### config.mk
export PLATFORM = sky130hd
export DESIGN_NAME = pipe_stage_reg
export DESIGN_NICKNAME = d
export VERILOG_FILES = /design/src/rtl/pipe_stage_reg.sv
export SDC_FILE = /design/constraint.sdc
export NUM_CORES = 1
export LEC_CHECK = 0
export ABC_AREA = 1
export BUFFER_PORTS_ARGS = -buffer_cell sky130_fd_sc_hd__buf_2
export CAP_MARGIN = 10
export CORE_MARGIN = 10
export CORE_UTILIZATION = 58
export DETAILED_ROUTE_END_ITERATION = 7
export GPL_TIMING_DRIVEN = 0
export PLACE_DENSITY = 0.82
export SYNTH_ARGS = -nofsm -noshare
export SYNTH_HDL_FRONTEND = slang
export SYNTH_SLANG_ARGS = --single-unit
### constraint.sdc
create_clock -name clk_i -period 3.2 [get_ports clk_i]
set_input_delay 0.16 -clock clk_i [delete_from_list [all_inputs] [get_ports clk_i]]
set_output_delay 0.16 -clock clk_i [all_outputs]
set_load 0.005 [all_outputs]
### src/rtl/pipe_stage_reg.sv
// rtl/pipe_stage_reg.sv - generic pipeline stage register with valid/ready handshake and optional skid buffer
//
// Holds one (SKID=0) or up to two (SKID=1) DATA_W-bit beats between pipeline
// stages and obeys the hazard unit's mode_i: flush drops everything held, stall
// freezes the stage, any other code runs normally.
//
// Ports:
//   clk_i    in   clock, rising edge
//   rst_i    in   synchronous reset, active-high
//   mode_i   in   hazard control (MODE_FLUSH, MODE_STALL, others = run)
//   valid_i  in   upstream beat valid
//   ready_o  out  stage can accept a beat this cycle
//   data_i   in   upstream payload
//   valid_o  out  downstream beat valid (registered)
//   ready_i  in   downstream can accept
//   data_o   out  downstream payload (registered)
//   count_o  out  entries held (0..2 with skid, 0..1 without)

module pipe_stage_reg #(
    parameter int          DATA_W     = 64,
    parameter int          SKID       = 1,
    parameter int          FLUSH_ZERO = 1,
    parameter logic [1:0]  MODE_FLUSH = 2'd1,
    parameter logic [1:0]  MODE_STALL = 2'd2
) (
    input  logic              clk_i,
    input  logic              rst_i,
    input  logic [1:0]        mode_i,
    input  logic              valid_i,
    output logic              ready_o,
    input  logic [DATA_W-1:0] data_i,
    output logic              valid_o,
    input  logic              ready_i,
    output logic [DATA_W-1:0] data_o,
    output logic [1:0]        count_o
);

    typedef enum logic [1:0] {
        EMPTY = 2'd0,
        BUSY  = 2'd1,
        FULL  = 2'd2
    } state_t;

    state_t            state_q;
    logic              valid_q;
    logic              full_q;
    logic [1:0]        count_q;
    logic [DATA_W-1:0] main_q;
    logic [DATA_W-1:0] skid_q;

    logic stall;
    logic flush;
    logic acc;
    logic out;

    assign stall = (mode_i == MODE_STALL);
    assign flush = (mode_i == MODE_FLUSH);

    // Only the stall term is combinational in the skid variant; the
    // occupancy term comes straight from a flop so the ready path is cut.
    generate
        if (SKID != 0) begin : g_skid_ready
            assign ready_o = ~full_q & ~stall;
        end else begin : g_flat_ready
            assign ready_o = (~valid_q | ready_i) & ~stall;
        end
    endgenerate

    assign acc = valid_i & ready_o;
    assign out = valid_q & ready_i & ~stall;

    always_ff @(posedge clk_i) begin
        if (rst_i) begin
            state_q <= EMPTY;
            valid_q <= 1'b0;
            full_q  <= 1'b0;
            count_q <= 2'd0;
            main_q  <= '0;
            skid_q  <= '0;
        end else if (flush) begin
            // A beat offered during a flush is dropped even if ready_o was high.
            state_q <= EMPTY;
            valid_q <= 1'b0;
            full_q  <= 1'b0;
            count_q <= 2'd0;
            if (FLUSH_ZERO != 0) begin
                main_q <= '0;
            end
        end else if (!stall) begin
            case (state_q)
                EMPTY: begin
                    if (acc) begin
                        main_q  <= data_i;
                        state_q <= BUSY;
                        valid_q <= 1'b1;
                        count_q <= 2'd1;
                    end
                end
                BUSY: begin
                    if (acc && out) begin
                        main_q <= data_i;
                    end else if (acc) begin
                        // Only reachable with the skid buffer: without it,
                        // ready_o is low whenever main is held and not draining.
                        skid_q  <= data_i;
                        state_q <= FULL;
                        full_q  <= 1'b1;
                        count_q <= 2'd2;
                    end else if (out) begin
                        state_q <= EMPTY;
                        valid_q <= 1'b0;
                        count_q <= 2'd0;
                    end
                end
                FULL: begin
                    if (out) begin
                        main_q  <= skid_q;
                        state_q <= BUSY;
                        full_q  <= 1'b0;
                        count_q <= 2'd1;
                    end
                end
                default: begin
                    state_q <= EMPTY;
                    valid_q <= 1'b0;
                    full_q  <= 1'b0;
                    count_q <= 2'd0;
                end
            endcase
        end
    end

    assign valid_o = valid_q;
    assign data_o  = main_q;
    assign count_o = count_q;

endmodule

==> impl_metrics.json <==
{
  "status": "completed",
  "route.vias.total": 6425,
  "max_cap_violations": 0,
  "hold_violations": 0,
  "crit_arrival_ps": 2260,
  "finalInstanceArea_um2": 7960,
  "crit_fanout": 10,
  "clock_skew_ps": 9.78,
  "ys_warn_count": 0,
  "synth-edff-count": 0,
  "areaGrowthSynthToFinish_pct": 35.5,
  "clockBufferDepth": 2,
  "die_w_um": 121,
  "placement.io_buffers": 137,
  "avgSynthCellArea_um2": 6.44,
  "period_share_pct": 56.8,
  "hold_class": "input port to flip-flop",
  "required_ps": 3640,
  "fillers": 702,
  "netlist_instances": 912,
  "place_congestion": 0.867,
  "reg2reg_setup_slack_ps": 1380,
  "relSlewSlack_pct": 54.8,
  "ys_ff_latch": 132,
  "grt_pass1_vias": 6239,
  "die-area_um2": 14600,
  "final_antenna_net_count": 0,
  "cts_setup_buffers": 0,
  "grt_max_degree": 17,
  "core_area_um2": 9820,
  "numCtsBuffers": 17,
  "ff_latch_area_um2": 2640,
  "hpwlAfterDp_um": 11300,
  "wl_per_cell_um": 14.1,
  "worstSetupPathType": "flip-flop to flip-flop",
  "postSynth.asyncResetShare_pct": 0,
  "ios": 138,
  "peakVddDrop_uv": 371,
  "postCtsHoldBufs": 64,
  "clockRootBuffer": "clkbuf_8",
  "ys_seq_area_share_pct": 45.0,
  "whs_ps": 26.9,
  "cts.htree.levels": 4,
  "die_h_um": 121,
  "clock_latency_ps": 530,
  "worstSetupStartpointType": "flip-flop",
  "drive_above_1_share_pct": 18.4,
  "finalSetupTns_ps": 0,
  "rows": 36,
  "gr-total-overflow": 0,
  "fmax_mhz": 550,
  "cts_tree": "built",
  "dpl_cell_area_um2": 6730,
  "wirelength_um": 18100,
  "post_cts_resized": 0,
  "yosys_most_used_dff": "dfxtp_1",
  "finalNetCount": 1202,
  "multi_input_area_um2": 2510,
  "cts.reportedPaths.clkPinSlew_ps": 60,
  "end_kind": "flip-flop",
  "firstDrtPassIters": 6,
  "track_usage_pct": 24.2,
  "start_util_pct": 59.8,
  "ys_types": 20,
  "power_density_nw_per_um2": 651,
  "syn-cell-area_um2": 5870,
  "power.leakage_nw": 4.01,
  "tightest_slew_ps": 678,
  "post-route-min-period_ps": 1820,
  "viasPerCell": 5.03,
  "slew_viol_final": 0,
  "clock_sinks": 132,
  "grt_setup_unrepaired": "no",
  "setup_viol": 0,
  "drc": 0,
  "synth_nets": 982,
  "antenna_found_initial": 1,
  "initialDrtViolationCount": 449,
  "grt_pass1_wl_um": 29100
}
[cells by family (layout without fill, tap and decap cells)]
group | Yosys count | after routing | share of synthesized area (%)
compound gates | 146 | 146 | 12.5
other cells | 0 | 1 | 0
simple gates | 466 | 466 | 30.3
buf+inv | 168 | 399 | 12.2
flops | 132 | 132 | 45.0
[stage by stage]
step	cells	total power [mW]	util, %	setup WS, ps
2_1_floorplan	912	2.74	-	1780
3_3_place_gp	1182	3.12	68.5	1230
3_5_place_dp	1182	3.14	68.5	1260
4_1_cts	1276	5.15	81.1	1490
5_1_grt	1277	5.43	81.1	1270
6_report	1277	5.18	81.1	1380
[cell usage after synthesis, types with 4 or more instances]
| master | instances | area [um2] |
|---|---|---|
| a21oi_1 | 42 | 210 |
| buf_2 | 22 | 110 |
| buf_4 | 12 | 90.1 |
| clkbuf_1 | 17 | 63.8 |
| dfxtp_1 | 132 | 2640 |
| inv_1 | 111 | 417 |
| inv_2 | 4 | 15.0 |
| nand2_1 | 266 | 998 |
| nand3_1 | 4 | 20.0 |
| nor2_1 | 190 | 713 |
| o21ai_0 | 58 | 290 |
| o21ai_1 | 44 | 220 |
[critical path: stages, from the launching register on]
cell and delay (ps):
dfxtp_1 350, nand2_1 60, inv_1 90, nand2_1 110
inv_1 110, nor2_1 50, nand2_1 110, buf_2 240
buf_2 280, o21ai_1 100, a21oi_1 230
[path summary, 6_finish.rpt]
kind,from,end,cells after the start
max,valid_o,skid_q[49],10
min,rst_i,valid_o,4
max reg2reg,valid_o,skid_q[49],10
min reg2reg,skid_q[40],skid_q[40],2
[routing by layer]
layer / global-route usage, % / vias to the layer above / routed length, um
met2: 43.5 / 269 / 9140
met1: 25.8 / 2908 / 7170
met5: 0 / - / 0
met3: 6.84 / 49 / 1290
li1: - / 3199 / -
met4: 11.0 / 0 / 466
[state kept, by name (all words and copies together) (netlist names)]
| name | count |
|---|---|
| count_o | 2 |
| data_o | 64 |
| skid_q | 64 |
| valid_o | 1 |
| full_q | 1 |
[where the power goes]
group	internal (mW)	total (mW)	leakage [nW]	switching, mW
registers	1.84	1.94	1.08	0.0954
clock network	1.27	1.97	0.283	0.697
logic	0.517	1.28	2.65	0.761
[placed cells by master (no fill, tap or decap), types with 3 or more instances in the layout]
cell type      netlist  layout
nand3_1              4       4
dfxtp_1            132     132
clkbuf_16            0      16
nor2_1             190     190
buf_2               22     159
nand2_1            266     266
inv_2                4       4
dlygate4sd3_1        0      64
bufinv_16            0       4
clkinvlp_4           0       3
inv_1              111     111
clkbuf_1            17      19
a21oi_1             42      42
o21ai_1             44      44
o21ai_0             58      58
buf_4               12      12
clkinv_2             0       3
[area by class of cell]
class | count | area share, %
multi-input combinational | 612 | 31.6
tap | 133 | 2.09
inverter | 115 | 5.42
sequential | 132 | 33.2
clock buffer | 20 | 5.47
timing repair buffer | 201 | 16.7
antenna | 1 | 0.0314
buffer | 53 | 3.60
clock inverter | 10 | 1.98
Power figures use the tool's default switching activity.
